[src/rtl/sram_fifo_ctrl.sv]
// sram_fifo_ctrl: FIFO controller over a 128x8 SRAM with a setup/strobe/hold write sequence and a registered output stage
module sram_fifo_ctrl #(
  parameter int DEPTH = 128,
  parameter int PTR_W = 7
) (
  input  logic       clk,
  input  logic       reset_n,
  input  logic       in_valid,
  output logic       in_ready,
  input  logic [7:0] in_data,
  output logic       out_valid,
  input  logic       out_ready,
  output logic [7:0] out_data,
  output logic [7:0] level,
  output logic [7:0] sram_write_reg,
  output logic [7:0] sram_write_data,
  output logic       sram_reg_write,
  output logic [7:0] sram_read_reg,
  input  logic [7:0] sram_read_data
);
  typedef enum logic [1:0] {IDLE, SETUP, STROBE, HOLD} state_t;
  state_t state, stateNext;
  logic [PTR_W-1:0] wrPtr, rdPtr;
  logic [PTR_W:0] sramCount;
  logic [7:0] wdata;
  logic commit, load;
  always_comb begin
    stateNext = state;
    in_ready = (state == IDLE) && (sramCount != (PTR_W+1)'(DEPTH));
    commit = state == HOLD;
    load = (sramCount != '0) && (!out_valid || out_ready);
    stateNext = state == IDLE ? (in_valid && in_ready ? SETUP : IDLE) :
                state == SETUP ? STROBE : state == STROBE ? HOLD : IDLE;
  end
  assign level = 8'(sramCount) + {7'd0, out_valid};
  assign sram_write_reg = 8'(wrPtr);
  assign sram_read_reg = 8'(rdPtr);
  assign sram_write_data = wdata;
  // Strobe is its own flop so it is glitch-free and high exactly during STROBE
  always_ff @(posedge clk or negedge reset_n) begin
    if (!reset_n) begin
      state <= IDLE;
      wrPtr <= '0;
      rdPtr <= '0;
      sramCount <= '0;
      wdata <= '0;
      sram_reg_write <= 1'b0;
      out_valid <= 1'b0;
      out_data <= '0;
    end else begin
      state <= stateNext;
      sram_reg_write <= state == SETUP;
      if (state == IDLE && in_valid && in_ready) wdata <= in_data;
      if (commit) wrPtr <= wrPtr + PTR_W'(1);
      if (load) begin
        rdPtr <= rdPtr + PTR_W'(1);
        out_data <= sram_read_data;
      end
      sramCount <= sramCount + (PTR_W+1)'(commit) - (PTR_W+1)'(load);
      if (load) out_valid <= 1'b1;
      else if (out_ready) out_valid <= 1'b0;
    end
  end
endmodule

[config.mk]
export PLATFORM = sky130hd
export DESIGN_NAME = sram_fifo_ctrl
export DESIGN_NICKNAME = d
export VERILOG_FILES = /design/src/rtl/sram_fifo_ctrl.sv
export SDC_FILE = /design/constraint.sdc
export NUM_CORES = 1
export LEC_CHECK = 0
export ABC_AREA = 1
export CAP_MARGIN = 15
export CORE_ASPECT_RATIO = 1.25
export CORE_MARGIN = 2
export CORE_UTILIZATION = 40
export CTS_BUF_LIST = sky130_fd_sc_hd__clkbuf_4 sky130_fd_sc_hd__clkbuf_8 sky130_fd_sc_hd__clkbuf_16
export DETAILED_ROUTE_END_ITERATION = 10
export HOLD_SLACK_MARGIN = 0.05
export PLACE_DENSITY = 0.67
export SYNTH_ARGS = -nofsm -noshare
export SYNTH_HDL_FRONTEND = slang
export SYNTH_SLANG_ARGS = --single-unit
[constraint.sdc]
create_clock -name clk -period 5.07 [get_ports clk]
set_input_delay 0.7605 -clock clk [delete_from_list [all_inputs] [get_ports clk]]
set_output_delay 0.7605 -clock clk [all_outputs]
set_load 0.01 [all_outputs]
==> results of run 1 <==
[metal layers]
| metal | wire length, um | track usage, % | vias to the layer above |
|---|---|---|---|
| met3 | 190 | 2.90 | 7 |
| met1 | 2080 | 18.9 | 897 |
| met5 | 0 | 0 | - |
| li1 | - | - | 965 |
| met4 | 97 | 6.06 | 0 |
| met2 | 2300 | 25.5 | 49 |
[cells in the final DEF, fill, tap and decap left out, types with 2 or more instances in the layout]
cell             count
xnor2_1              2
nor2_1               9
o21ai_0              4
clkinv_2             2
ha_1                25
conb_1               2
nand4_2              2
inv_1               38
clkdlybuf4s50_1     59
xor2_1              13
clkbuf_8             5
nand4_1             10
a21oi_1              3
nand2_1             99
nand3_1             11
dfrtp_1             42
[area by class of cell]
class	instances	share of cell area [%]
clock buffers	5	2.24
clock inverters	3	0.610
inverters	39	4.76
multi-input cells	188	36.2
flip-flops and latches	42	34.2
well taps	66	2.68
repair buffers	60	19.4
[registers in the layout, summed over array words and instances (netlist names)]
signal           flops
sramCount            8
state                2
wrPtr                7
rdPtr                7
sram_reg_write       1
out_data             8
out_valid            1
sram_write_data      8
[cell families after synthesis]
family | share of synthesized area [%]
compound gates | 1.81
xor+xnor | 5.59
fa+ha+maj | 14.2
buf+inv | 7.99
flops | 44.8
other cells | 0.160
simple gates | 25.5
[power groups by stage]
stage / combinational [mW] / sequential [mW] / clock, mW
finish: 1.02 / 0.586 / 0.220
global route: 1.15 / 0.606 / 0.236
CTS: 1.03 / 0.589 / 0.225
detailed placement: 1.03 / 0.594 / 0
global placement: 1.01 / 0.591 / 0
floorplan: 0.593 / 0.611 / 0
[through the flow]
stage | utilization, % | std cells
after floorplan | - | 275
after global placement | 52.1 | 395
after detailed placement | 52.1 | 395
after CTS | 53.6 | 403
after global routing | 53.6 | 403
final | 53.6 | 403
[path summary, 6_finish.rpt]
check,depth (start not counted),slack [ns],startpoint,endpoint
max in group asynchronous,1,3.88,reset_n,sram_write_data[7]
worst min-delay path,2,0.48,sram_write_data[0],sram_write_data[0]
worst min register to register,2,0.48,sram_write_data[0],sram_write_data[0]
worst max register to register,16,2.19,sramCount[4],sramCount[6]
min in group asynchronous,1,0.59,reset_n,rdPtr[2]
worst max-delay path,16,2.06,out_ready,sramCount[6]
[critical path, stage by stage]
cell             delay (ns)
clkdlybuf4s50_1        0.46
inv_1                  0.04
nand2_1                0.15
nand2_4                0.16
inv_2                  0.23
ha_1                   0.27
inv_1                  0.06
ha_1                   0.17
inv_1                  0.06
fa_1                   0.43
inv_1                  0.07
nand2_1                0.04
nand2_1                0.07
nand3_1                0.10
nand3_1                0.08
nand2_1                0.05
==> reports/results.ini, run 1 <==
[outcome]
status = complete, no violations

[logic_synthesis]
syn_inst = 274
synth_seq_area_share_pct = 44.8
yosysTopAreaCellShare_pct = 44.8
yosys.area.top_type = dfrtp_1
synth_most_common_cell = nand2_1
avgSynthCellArea_sq_um = 8.57
ys_types = 25
synth_area_leaders = dfrtp_1 45%, nand2_1 16%, ha_1 13%
synthArstFlopShare_pct = 100
syn_area_sq_um = 2350
synth_common_cells = 99 x nand2_1, 42 x dfrtp_1, 38 x inv_1, 25 x ha_1, 13 x xor2_1
ys_ff_latch = 42
ys.flop_type = dfrtp_1
ys_warn_count = 0
synth_edf_count = 0

[flow_run]
maxCapViolCount = 0

[critical_path]
arrival_ns = 3.20
required_ns = 5.26
cp_max_fo = 17
worstSetupPathType = in2reg
cp-start-kind = primary input
end_kind = flip-flop

[floorplanning]
start_util_pct = 40.9
die_h_um = 89.7
rows = 31
core-area_sq_um = 5740
io_pins = 63
fp.dieArea_sq_um = 6500
die_w_um = 72.5

[cts]
cts_setup_buffers = 0
ctsHoldBuffers = 0
clk_latency_ns = 0.29
cts-buffers-inserted = 5
postCtsResizedCells = 0
clk_pin_slew_worst_paths_ns = 0.08
cts-root-buf = clkbuf_8
clkSinkCount = 42
clock_path_buffers = 2
cts_tree = yes
ctsHtreeMaxLevel = 2

[pwr]
powerDensity_nw_per_um2 = 593
power_frac_comb_pct = 55.8
finalPower_mw = 1.83
clock_power_share_pct = 12.1
p_switching_mw = 0.761
ir_drop_uv = 258
leakagePower_nw = 1.61
p_sw_share_pct = 41.7
p_seq_share_pct = 32.1
p_int_mw = 1.06

[timing]
slew_violations = 0
fin_crit_sh_pct = 59.5
period_needed_ns = 3.01
setup_violations = 0
setup_ws_ns = 2.06
rsz0062_at_grt = false
clock_skew_ns = 0.00646
relSlewSlack_pct = 37.0
fmax_mhz = 332
hold_viol_final = 0
setup_tns_ns = 0
tightest_slew_ns = 0.945
hold_ws_ns = 0.478

[drt]
drcViolationCount = 0
vias_per_cell = 4.76
drt_first_pass_iters = 4
totalWireLength_um = 4670
drtIter0Drc = 76
avgRoutedWirePerCell_um = 11.6
antenna_left = 0
vias = 1918

[cells_and_area]
stdcell_area_sq_um = 3080
drive_gt1_share_pct = 5.04
regArea_sq_um = 1050
multi_input_area_sq_um = 1110
nNetsFinal = 382
areaGrowthSynthToFinish_pct = 31.0
fill_cells = 549
insertedDiodeCount = 0

[global_route]
grt-ovfl-total = 0
grt_antenna_before_repair = 0
grt_pass1_wl_um = 7700
grt_pass1_vias = 1787
grt.total_usage_pct = 15.0
grt_max_degree = 43

[placed_design]
dp_hpwl_um = 3490
dpl-instance-area_sq_um = 2990
port_buffers = 60
preCtsSetupSlack_ns = 1.74
gp_congestion = 0.868

[min_path]
worstHoldPathType = reg2reg

Note: power is estimated with default switching activity, not from simulation.
==> inputs of run 2 (changes only) <==
Settings changed: PLACE_DENSITY 0.67 to 0.7.
Clock period 5.07 ns to 2.57 ns, I/O delays scaled along.
==> reports/results.ini, run 2 (same netlist as run 1, synthesis figures left out) <==
[critical_path]
end_kind = output port
cp_max_fo = 4  ; -13
reg2reg_depth = 16  ; unchanged
crit_path_end = level[6]
cp-start-kind = flip-flop
r2r_setup_slack_ns = 0.21  ; -1.98 ns
reg2reg_to = sramCount[6]
required_ns = 2.18  ; -3.08 ns
worstSetupPathType = reg2out
arrival_ns = 2.01  ; -1.19 ns
startpoint = out_valid
r2r-start = sramCount[7]

[cells_and_area]
multi_input_area_sq_um = 1150  ; +3.5%
layout_commonest_cell = nand2_1
drive_gt1_share_pct = 10.9  ; +5.8 points
areaGrowthSynthToFinish_pct = 37.9
mostFrequentLayoutCells = 99 x nand2_1, 59 x clkdlybuf4s50_1, 42 x dfrtp_1
regArea_sq_um = 1050  ; unchanged
insertedDiodeCount = 0  ; unchanged
nNetsFinal = 395  ; +3.4%
fin_util_pct = 56.4  ; +2.8 points
fill_cells = 529  ; -3.6%

[timing]
tightest_slew_ns = 0.917  ; -0.0273 ns
setup_violations = 0  ; unchanged
rsz0062_at_grt = false
hold_ws_ns = 0.223  ; -0.256 ns
hold_viol_final = 0  ; unchanged
relSlewSlack_pct = 38.8  ; +1.8 points
clock_skew_ns = 0.00754  ; +0.00108 ns
fmax_mhz = 418
slew_violations = 0  ; unchanged
setup_tns_ns = 0  ; unchanged
period_needed_ns = 2.39
fin_crit_sh_pct = 93.0

[floorplanning]
rows = 31  ; unchanged
start_util_pct = 40.9  ; unchanged
io_pins = 63  ; unchanged
die_h_um = 89.7  ; unchanged
die_w_um = 72.5  ; unchanged
core-area_sq_um = 5740  ; unchanged
fp.dieArea_sq_um = 6500  ; unchanged

[cts]
ctsHoldBuffers = 0  ; unchanged
cts-root-buf = clkbuf_8
clk_pin_slew_worst_paths_ns = 0.08  ; about the same
clock_path_buffers = 2  ; unchanged
cts-buffers-inserted = 5  ; unchanged
clk_latency_ns = 0.29  ; about the same
ctsHtreeMaxLevel = 2  ; unchanged
clkSinkCount = 42  ; unchanged
cts_tree = yes

[drt]
vias_per_cell = 4.61  ; -3.2%
vias = 1917  ; -0.052%
drtIter0Drc = 51  ; -33%
drcViolationCount = 0  ; unchanged
drt_first_pass_iters = 5  ; +1
totalWireLength_um = 4800  ; +2.8%
antenna_left = 0  ; unchanged
avgRoutedWirePerCell_um = 11.5  ; -0.41%

[global_route]
grt.total_usage_pct = 16.1  ; +1.1 points
grt_pass1_wl_um = 8160  ; +6.0%
grt_pass1_vias = 1848  ; +3.4%
grt-ovfl-total = 0  ; unchanged
grt_antenna_before_repair = 0  ; unchanged
grt_max_degree = 43  ; unchanged

[flow_run]
maxCapViolCount = 0  ; unchanged

[outcome]
status = complete, no violations

[pwr]
ir_drop_uv = 475  ; +84%
powerDensity_nw_per_um2 = 1210  ; +100%
leakagePower_nw = 1.67  ; +3.9%

[placed_design]
gp_congestion = 0.850  ; -2.0%
dp_hpwl_um = 3600  ; +2.9%
port_buffers = 60  ; unchanged

[min_path]
worstHoldPathType = in2async

==> run 2: cell count changes in the layout (fill, tap and decap cells not counted), sizes merged <==
cell	before	now
buf	1	14
clkinv	2	0
bufinv	0	1
clkbuf	5	6
clkinvlp	0	1
inv	40	39
==> run 2: routing by layer <==
metal | vias to the layer above | GRT usage, % | wire length (um)
met5 | - | 0 | 0
li1 | 987 | - | -
met4 | 0 | 6.57 | 84
met2 | 45 | 27.9 | 2500
met1 | 879 | 19.7 | 2040
met3 | 6 | 2.90 | 174
==> run 2: final cells by class <==
class	count	share of cell area, %
clock buffers	6	2.36
clock inverters	2	1.16
inverters	39	4.52
multi-input cells	188	35.6
flip-flops and latches	42	32.4
well taps	66	2.55
repair buffers	73	21.4
==> run 2: worst min path at each step <==
| stage | startpoint | to | slack [ns] | depth (start not counted) |
|---|---|---|---|---|
| 2_1_floorplan | reset_n | out_data[0] | 0.09 | 0 |
| 3_3_place_gp | sram_write_data[5] | sram_write_data[5] | 0.45 | 2 |
| 3_5_place_dp | sram_write_data[5] | sram_write_data[5] | 0.46 | 2 |
| 4_1_cts | reset_n | rdPtr[0] | 0.26 | 1 |
| 5_1_grt | reset_n | rdPtr[0] | 0.30 | 1 |
| 6_report | reset_n | rdPtr[0] | 0.22 | 1 |
==> run 2: critical path, stage by stage (launching register included) <==
cell and delay [ns]:
dfrtp_1 0.42, ha_1 0.27, ha_1 0.24, nand3_1 0.10, xor2_1 0.14, clkdlybuf4s50_1 0.54
==> run 2: repair_timing <==
item | 4_1_cts | 5_1_grt
hold endpoints to repair | 0 | 0
buffers inserted | 0 | 3
endpoints found under the setup margin | 1 | 2
gates resized for setup | 1 | 10
==> run 2: through the flow <==
| stage | cells | power, mW | cell area, sq um | worst slack [ns] |
|---|---|---|---|---|
| after floorplan | 275 | 2.38 | 2350 | 0.0223 |
| after global placement | 405 | 3.23 | 3060 | 0.0467 |
| after detailed placement | 405 | 3.28 | 3060 | 0.00949 |
| after CTS | 413 | 3.83 | 3180 | 0.00355 |
| after global routing | 416 | 4.31 | 3240 | 0.0235 |
| final | 416 | 3.91 | 3240 | 0.179 |
==> run 2: power breakdown <==
part	switching [mW]	leakage, nW	internal [mW]	total (mW)
clock	0.222	0.0548	0.300	0.522
combinational	1.14	1.10	1.13	2.26
sequential	0.200	0.519	0.926	1.13
==> RTL edit 1: new RTL, flow settings as in run 2 <==
Change the parameter `PTR_W` from 7 to 6.
--- a/src/rtl/sram_fifo_ctrl.sv
+++ b/src/rtl/sram_fifo_ctrl.sv
@@ -1,7 +1,7 @@
 // sram_fifo_ctrl: FIFO controller over a 128x8 SRAM with a setup/strobe/hold write sequence and a registered output stage
 module sram_fifo_ctrl #(
   parameter int DEPTH = 128,
-  parameter int PTR_W = 7
+  parameter int PTR_W = 6
 ) (
   input  logic       clk,
   input  logic       reset_n,
Function: changed (a bounded check fails within 4 cycles, from zero or initial values and one cycle with reset_n low).
==> RTL edit 1 against run 2 <==
- final cell count shrank 11%
- sequential cell count shrank 3
- critical path depth grew 13
- highest routed layer unchanged
- critical endpoint is now sramCount[6]
- clock power shrank 2%
- synthesized area shrank 11%
- utilization grew 1.6 points
- largest cell class unchanged
- setup slack lost 0.048 ns
- total power shrank 7.7%
- final area shrank 9.0%
- routed wire length shrank 11%
- largest power group unchanged
- critical path type is now flop to flop
==> RTL edit 1: results <==
{
  "grt_pass1_vias": 1635,
  "grt_first_pass_wirelength_um": 7090,
  "htreeDepth": 2,
  "syn_inst": 236,
  "postCtsSetupRepairBufs": 0,
  "grt_max_degree": 40,
  "avgViaCountPerCell": 4.56,
  "dpl.cell_count": 357,
  "wl_per_cell_um": 11.6,
  "timing_worst_slew_pin_value_ns": 0.865,
  "grtUsageTotal": 0.159,
  "nets": 350,
  "intPower_mw": 2.19,
  "ys_types": 22,
  "drt_iter0_drc": 43,
  "place.gp.congestion": 0.838,
  "drv_cap": 0,
  "ys_seq_area_frac": 0.465,
  "dr.pass1.iters": 4,
  "diodes": 0,
  "yosys-top-cells-count": "nand2_1, dfrtp_1, inv_1",
  "ir_drop_mv": 0.920,
  "ant_nets": 0,
  "netlist_top_cells_area": "dfrtp_1, nand2_1, ha_1",
  "finalClockSkew_ns": 0.00573,
  "outcome": "completed",
  "drive_gt1_frac": 0.127,
  "io_buffers": 58,
  "cts-resized-gates": 1,
  "dp_hpwl_um": 3070,
  "power.leakage_nw": 1.46,
  "num_vias": 1689,
  "cp_data_arrival_time_ns": 2.62
}
==> RTL edit 1: changes by cell type after synthesis, sizes merged, moves of 2 or more <==
cell / change
ha: -3
nand2: -14
dfrtp: -3
xnor2: +3
xor2: -3
buf: +5
inv: -12
clkbuf: -2
o21ai: -2
==> RTL edit 1: worst paths after layout <==
path / from / depth (start not counted) / slack, ns / endpoint
worst max-delay path: sramCount[4] / 18 / 0.13 / sramCount[6]
worst min-delay path: reset_n / 1 / 0.21 / sram_write_data[1]
worst max register to register: sramCount[4] / 18 / 0.13 / sramCount[6]
worst min register to register: sram_write_data[1] / 2 / 0.48 / sram_write_data[1]
max in group asynchronous: reset_n / 1 / 1.82 / out_data[7]
min in group clk: sram_write_data[1] / 2 / 0.48 / sram_write_data[1]
==> RTL edit 1: stage by stage <==
stage / instance area, sq um / worst slack (ns)
6_report: 2950 / 0.132
5_1_grt: 2950 / -0.0237
4_1_cts: 2860 / 0.0101
3_5_place_dp: 2750 / 0.0349
3_3_place_gp: 2750 / 0.123
2_1_floorplan: 2110 / 0.0669
==> RTL edit 1: metal layers <==
metal / vias up / track usage / part of all wire / wire length, um
met4: 0 / 0.0428 / 0.0065 / 28
met3: 4 / 0.0570 / 0.070 / 299
met1: 767 / 0.210 / 0.42 / 1800
li1: 869 / - / - / -
met2: 49 / 0.248 / 0.50 / 2160
met5: - / 0 / 0 / 0
==> RTL edit 1: power groups by stage <==
stage / registers [mW] / logic (mW) / clock network (mW)
3_3_place_gp: 1.08 / 1.86 / 0
2_1_floorplan: 1.15 / 0.999 / 0
6_report: 1.08 / 2.02 / 0.510
5_1_grt: 1.12 / 2.27 / 0.551
3_5_place_dp: 1.08 / 1.89 / 0
4_1_cts: 1.08 / 1.91 / 0.522
==> RTL edit 1: worst max-delay path, stage by stage (launching register included) <==
cell and delay (ns):
dfrtp_1 0.43, inv_2 0.11, ha_4 0.13, nand2_2 0.07
nor2_4 0.11, nand2_2 0.08, nand2_4 0.08, inv_2 0.05
ha_4 0.22, inv_1 0.06, ha_2 0.18, inv_2 0.04
fa_2 0.38, inv_1 0.06, nand2_1 0.05, nand2_2 0.08
nand3_2 0.07, nand3_1 0.07, nand2_1 0.06
==> RTL edit 1: cell type report <==
type                            instances  area, sq um
Timing Repair Buffer                   70          666
Multi-Input combinational cell        164         1010
Tap cell                               62         77.6
Fill cell                             479         2130
Sequential cell                        39          976
Clock buffer                            5         68.8
Inverter                               27          101
Clock inverter                          3         43.8
==> RTL edit 1: cells by family after synthesis <==
kind of cell	after synthesis	synth area share
and+or+nand+nor	117	0.237
xor gates and xnor gates	15	0.0626
adders and majority gates	23	0.141
DFF	39	0.465
AOI/OAI and AO/OA	5	0.0131
other	1	0.00179
buffers and inverters	36	0.0788
==> RTL edit 2: new RTL, flow settings as in run 2 <==
Without the edit above. The 4 states of `state_t` get a one-hot encoding in 4 bits.
--- a/src/rtl/sram_fifo_ctrl.sv
+++ b/src/rtl/sram_fifo_ctrl.sv
@@ -18,7 +18,7 @@
   output logic [7:0] sram_read_reg,
   input  logic [7:0] sram_read_data
 );
-  typedef enum logic [1:0] {IDLE, SETUP, STROBE, HOLD} state_t;
+  typedef enum logic [3:0] {IDLE = 4'b0001, SETUP = 4'b0010, STROBE = 4'b0100, HOLD = 4'b1000} state_t;
   state_t state, stateNext;
   logic [PTR_W-1:0] wrPtr, rdPtr;
   logic [PTR_W:0] sramCount;
Check against the original RTL: same outputs for any inputs over 10 cycles, from zero or initial values and one cycle with reset_n low; not proved beyond that.
==> RTL edit 2 against run 2 <==
- total power shrank 4.0%
- critical path type unchanged
- fmax down 1.8%
- setup slack lost 0.043 ns
- routed wire length up 4.4%
- final area grew 1.9%
- utilization is 0.28 points higher
- synthesized area is 2.7% higher
- sequential cell count increased by 2
==> RTL edit 2: results <==
{
  "total_power_mw": 3.75,
  "ys_seq_area_frac": 0.457,
  "ys_types": 27,
  "pre_cts_ws_ns": 0.0262,
  "netlist_top_cells_area": "dfrtp_1, nand2_1, ha_1",
  "avgSynthCellArea_sq_um": 8.46,
  "finalClockSkew_ns": 0.00825,
  "fin_ws_ns": 0.136,
  "powerClk_mw": 0.541,
  "yosys-top-cells-count": "nand2_1, dfrtp_1, inv_1",
  "grtUsageMet3": 0.0391,
  "outcome": "completed",
  "ir_drop_mv": 0.414,
  "cts-root-buf": "clkbuf_8",
  "cp_data_arrival_time_ns": 2.05,
  "io_buffers": 60,
  "dpl.cell_count": 415,
  "wl_met1_um": 2140,
  "drive_gt1_frac": 0.108,
  "filler_cell_count": 522,
  "dpl-instance-area_sq_um": 3120,
  "power.leakage_nw": 1.67,
  "hold-worst-slack_ns": 0.0524,
  "dr.pass1.iters": 4,
  "grt_util_met1": 0.191,
  "crit_fanout": 10,
  "timing_worst_slew_pin_value_ns": 0.535,
  "grtUsageTotal": 0.159,
  "wl_met2_um": 2580,
  "dr_wl_met3_um": 254,
  "cts_buffers": 5,
  "avgViaCountPerCell": 4.74,
  "place.gp.congestion": 0.845,
  "drt_iter0_drc": 55,
  "intPower_mw": 2.25,
  "dp_hpwl_um": 3800,
  "grt_first_pass_wirelength_um": 8460,
  "grt_max_degree": 26,
  "slowest_delay_ns": 0.46,
  "use_met2": 0.266,
  "nets": 402
}
-- RTL edit 2: changes by cell type in the layout (fill, tap and decap cells not counted), sizes merged, moves of 2 or more --
cell          run 2  this run
nand2           100       108
xor2             13         9
xnor2             2         7
nor2             10        13
ha               25        21
nor3              1         3
-- RTL edit 2: worst paths after layout --
path | start | to | depth (start not counted)
min reg2reg | state[3] | state[3] | 1
max reg2reg | sramCount[4] | sramCount[6] | 16
max | sramCount[6] | in_ready | 7
max in group asynchronous | reset_n | rdPtr[1] | 2
min | reset_n | wrPtr[6] | 1
min in group clk | state[3] | state[3] | 1
-- RTL edit 2: cell type report --
class                           count  area (sq um)  area share
Tap cell                           66          82.6      0.0250
Clock inverter                      3          46.3      0.0140
Multi-Input combinational cell    197          1160       0.353
Clock buffer                        5          68.8      0.0209
Sequential cell                    44          1100       0.334
Timing Repair Buffer               72           686       0.208
Inverter                           40           150      0.0455
-- RTL edit 2: cells by family after synthesis --
| kind of cell | share of synthesized area |
|---|---|
| adders and majority gates | 0.117 |
| and+or+nand+nor | 0.275 |
| buffers and inverters | 0.0783 |
| AOI/OAI and AO/OA | 0.0124 |
| other | 0.00155 |
| DFF | 0.457 |
| xor gates and xnor gates | 0.0581 |
-- RTL edit 2: worst reg2reg max path: stages, from the launching register on --
cell     delay [ns]
dfrtp_1        0.44
inv_2          0.13
ha_4           0.17
nand4_4        0.12
nand2_4        0.09
inv_2          0.04
ha_1           0.28
inv_1          0.06
ha_1           0.15
inv_1          0.05
fa_2           0.35
inv_1          0.06
nand2_1        0.04
nand2_1        0.08
nand3_1        0.10
nand3_1        0.08
nand2_1        0.06
-- RTL edit 2: repair_timing --
item                                   CTS  global route
setup buffers                            0             4
setup endpoints to repair                0             2
gates resized for setup                  0            11
endpoints found under the hold margin    0             0
hold buffers                             0             0
